==> src/rtl/switch_debounce.sv <==
// Four-bit DIP-switch synchronizer and debouncer with a change pulse.
// Define SWITCH_DEBOUNCE_EDGE_EN to add per-bit rise/fall pulse outputs.
module switch_debounce #(
    parameter int unsigned STABLE_CYCLES = 240000
) (
    input  logic       clk,
    input  logic       reset,
    input  logic [3:0] s,
    output logic [3:0] s_db,
    output logic       changed
`ifdef SWITCH_DEBOUNCE_EDGE_EN
    ,
    output logic [3:0] rise,
    output logic [3:0] fall
`endif
);

    localparam int unsigned CW = $clog2(STABLE_CYCLES + 1);
    localparam logic [CW-1:0] TERM = CW'(STABLE_CYCLES - 1);

    logic [3:0]    sync1;
    logic [3:0]    sync2;
    logic [CW-1:0] cnt     [4];
    logic [CW-1:0] cnt_nxt [4];
    logic [3:0]    load;

    // Each bit counts its own run of mismatches; terminal count loads s_db.
    always_comb begin
        load = '0;
        for (int i = 0; i < 4; i++) begin
            cnt_nxt[i] = '0;
            if (sync2[i] != s_db[i]) begin
                if (cnt[i] == TERM) begin
                    load[i] = 1'b1;
                end else begin
                    cnt_nxt[i] = cnt[i] + CW'(1);
                end
            end
        end
    end

    always_ff @(posedge clk) begin
        if (reset) begin
            sync1   <= '0;
            sync2   <= '0;
            s_db    <= '0;
            changed <= 1'b0;
            for (int i = 0; i < 4; i++) begin
                cnt[i] <= '0;
            end
        end else begin
            sync1   <= s;
            sync2   <= sync1;
            s_db    <= s_db ^ load;
            changed <= |load;
            for (int i = 0; i < 4; i++) begin
                cnt[i] <= cnt_nxt[i];
            end
        end
    end

`ifdef SWITCH_DEBOUNCE_EDGE_EN
    always_ff @(posedge clk) begin
        if (reset) begin
            rise <= '0;
            fall <= '0;
        end else begin
            rise <= load & sync2;
            fall <= load & ~sync2;
        end
    end
`endif

endmodule

==> config.mk <==
export PLATFORM = sky130hd
export DESIGN_NAME = switch_debounce
export DESIGN_NICKNAME = d
export VERILOG_FILES = /design/src/rtl/switch_debounce.sv
export SDC_FILE = /design/constraint.sdc
export NUM_CORES = 1
export LEC_CHECK = 0
export ABC_CLOCK_PERIOD_IN_PS = 3600
export CAP_MARGIN = 20
export CORE_MARGIN = 4
export CORE_UTILIZATION = 35
export DETAILED_ROUTE_END_ITERATION = 12
export PLACE_DENSITY_LB_ADDON = 0.2
export SYNTH_ARGS = -nofsm -noshare
export SYNTH_HDL_FRONTEND = slang
export SYNTH_SLANG_ARGS = --single-unit
==> constraint.sdc <==
create_clock -name clk -period 3.6 [get_ports clk]
set_input_delay 1.08 -clock clk [delete_from_list [all_inputs] [get_ports clk]]
set_output_delay 1.08 -clock clk [all_outputs]
set_load 0.1 [all_outputs]
After elaboration in Yosys (flattened, before gate mapping)
Memory sizes are Yosys's and may differ from the RTL's.
Cells that the tools add are included.
- $add $sub $neg: 4
- muxes and demuxes: 23
- bitwise gates (word level): 5
- reductions and logical operators: 1
- equality and inequality tests: 8
- operators with widths (operator ; count):
    $mux 18 ; 12
    $add 18x1->18 const B ; 4
    $eq 18x18->1 const B ; 4
    $mux 1 ; 11
    $ne 1x1->1 ; 4
    $or 1x1->1 ; 4
    $reduce_or 4->1 ; 1
    $xor 4x4->4 ; 1
- register bits after elaboration: 13
- logic and storage cells: 46
- bits of input ports: 6
- memories: 1
- output and inout bits: 5
- RAM bits: 72
- memory list (name ; words ; bits a word ; read ports ; clocked after memory_dff ; write ports ; RTL line ; RTL):
    cnt ; 4 ; 18 ; 4 ; 0 ; 4 ; 23 ; logic [CW-1:0] cnt [4];

Depth between registers and ports, before layout
- depth after elaboration: 4
- gate-level depth with buffers: 7
- mapped depth without buffers: 5

Worst setup path after synthesis
OpenSTA, ideal clock, no wires.
- path kind: input to register
- from: input port reset
- to: memory cnt[2][10] (netlist name)
- arrival: 1.952 ns
- stages on the path: 5
- library setup time: 0.117 ns
- setup slack: 1.530 ns
- cell sequence: clkbuf_1 -> nor2_1 -> o21ai_1 -> buf_2 -> nor2_1
- RTL lines (what ; RTL line ; RTL):
    from (decl) ; 7 ; input logic reset,
    to (decl) ; 23 ;

==> results.cfg <==
[floorplanning]
die_x_um = 111
core_area_mm2 = 0.0104
start_util_pct = 36.0
die_h_um = 111
io_pins = 11
rows = 37
die_area_mm2 = 0.0124

[yosys]
synth_seq_cells = 85
ys_types = 38
synth.avg_cell_area_um2 = 8.77
yosysSeqAreaShare_pct = 45.5
synth_edf_count = 0
synth_xor_area_share_pct = 14.8
yosysWarningCount = 0
synth_top_family_by_area = simple AND/OR/NAND/NOR gates
synth-compound-area-share_pct = 3.45
netlist_instances = 426
ys_async_sr_fraction_pct = 0
synthAdderAreaFrac_pct = 1.34
synthMuxAreaShare_pct = 0.536
synthesis.nets = 436
synthFlopType = dfxtp_1
netlist_area_mm2 = 0.00374
synth-simple-area-share_pct = 31.4

[final_layout]
fin_area_mm2 = 0.00417
syn_to_final_growth_pct = 11.6
fin_cells = 582
drive_gt1_share_pct = 6.50
final_common_cell = dfxtp_1
fin_nets = 451
num_antenna_cells = 0
final_cell_mix = dfxtp_1 (85), nor2_1 (75), xnor2_1 (44)

[grt]
grt_max_degree = 17
grt_pass1_vias = 2663
grt_usage_pct = 11.7
gr-total-overflow = 0
antenna_found_initial = 0
grt_pass1_wl_um = 12300

[route]
dr.pass1.iters = 6
dr.first_iter.drc_count = 72
vias = 2899
wirelength_um = 6990
wl_met3_um = 144
ant_nets = 0
drc = 0
drt-met1-wl_um = 3630
routed_via_density = 4.98
wire_per_inst_um = 12.0
dr_wl_met2_um = 3090
dr.max_layer_used = met4

[sta]
hold_violations = 0
hold_slack_ns = 0.441
slew_headroom_pct = 57.7
finClkSkew_ns = 0.0116
rsz0062_at_grt = no
worst_slew_pin_slew_ns = 0.630
period_needed_ns = 2.40
setup_ws_ns = 1.20
setup_tns_ns = 0
setup_viol = 0
fmax_ghz = 0.416
drv_slew = 0
post-route-period-util_pct = 66.7

[critical_path]
critPathKind = in -> reg
critical_path_arrival_ns = 2.63
rrSetupSlack_ns = 1.54
path_cells = clkdlybuf4s50_1 > buf_4 > nor2_1 > and3_1 > or4_1
critical-path-top-delay-family = buffers and inverters
crit_start = reset
crit_required_ns = 3.83
end_kind = register
cpPeakStageDelay_ns = 0.58
slowest_stage = clkdlybuf4s50_1
worst-path-buf-inv = 2
path_max_fanout = 14
critPathLaunchType = primary input
r2r-start = cnt[0][0]

[power_and_ir_drop]
powerDensity_mw_per_mm2 = 392
ir_drop_mv = 0.227
p_leak_nw = 1.19

[cts]
cts.hold.buffers_added = 0
cts_setup_buffers = 0
clock-sinks = 85
clkTransAtPathRegs_ns = 0.08
clockRootBuffer = clkbuf_8
numCtsBuffers = 9
ctsHtreeMaxLevel = 3
cts_resized = 0
cts_tree = done
clock_path_buffers = 2
clk_latency_ns = 0.35

[flow_run]
max_cap_violations = 0

[worst_hold_path]
min_path_type = reg -> reg
hold_start = sync1[2]

[placement]
gp_congestion = 0.796
numPlacedInstances = 564
post_dp_cell_area_mm2 = 0.00396
port_buffers = 10
dp_hpwl_um = 4940
place_ws_ns = 0.810

[run_status]
status = completed
logic make-up after synthesis:
kind of cell,after synthesis
flops,85
xor+xnor,63
compound gates,20
mux,2
fa+ha+maj,4
simple gates,226
buf+inv,26
stage by stage:
stage / util, % / total power, mW
detailed placement: 38.2 / 0.996
global route: 40.2 / 1.71
global placement: 38.2 / 0.996
floorplan: - / 0.985
CTS: 40.1 / 1.66
finish: 40.2 / 1.63
sequential cells by signal (all words and copies together) (netlist names), named ones only:
name / count
changed: 1
sync1: 4
cnt: 72
sync2: 4
final timing paths:
| check | cells past startpoint | to |
|---|---|---|
| max | 5 | changed |
| min | 1 | sync2[2] |
| max reg2reg | 6 | cnt[0][7] |
| min reg2reg | 1 | sync2[2] |
cell usage after synthesis, types with 10 or more instances:
cell type	instances	area, um^2
nor4_1	22	138
inv_1	15	56.3
xor2_1	19	166
dfxtp_1	85	1700
nand3_1	33	165
nor2b_1	10	62.6
nand2_1	13	48.8
xnor2_1	44	385
nor2_1	75	282
nand4_1	27	169
nor3_1	18	90.1
layout make-up:
type                            instances  area [um^2]
Clock inverter                          6         63.8
Sequential cell                        85         1700
Tap cell                              136          170
Clock buffer                           10          128
Fill cell                            1084         6200
Inverter                               15         56.3
Multi-Input combinational cell        315         1930
Timing Repair Buffer                   15          125
power breakdown:
part,internal [mW],switching (mW)
Clock,0.320,0.340
Sequential,0.945,0.00312
Combinational,0.0125,0.0140
metal layers:
| metal | global-route usage, % | vias up |
|---|---|---|
| li1 | - | 1521 |
| met1 | 16.3 | 1344 |
| met2 | 17.7 | 24 |
| met3 | 2.39 | 10 |
| met4 | 4.87 | 0 |
| met5 | 0 | - |
worst register-to-register path, cell delays in order (launching register included):
cell,delay [ns]
dfxtp_1,0.37
ha_1,0.30
and3_1,0.22
nand4_1,0.20
o21ai_1,0.54
buf_4,0.27
nor2_1,0.06
(Power assumes the default switching activity.)
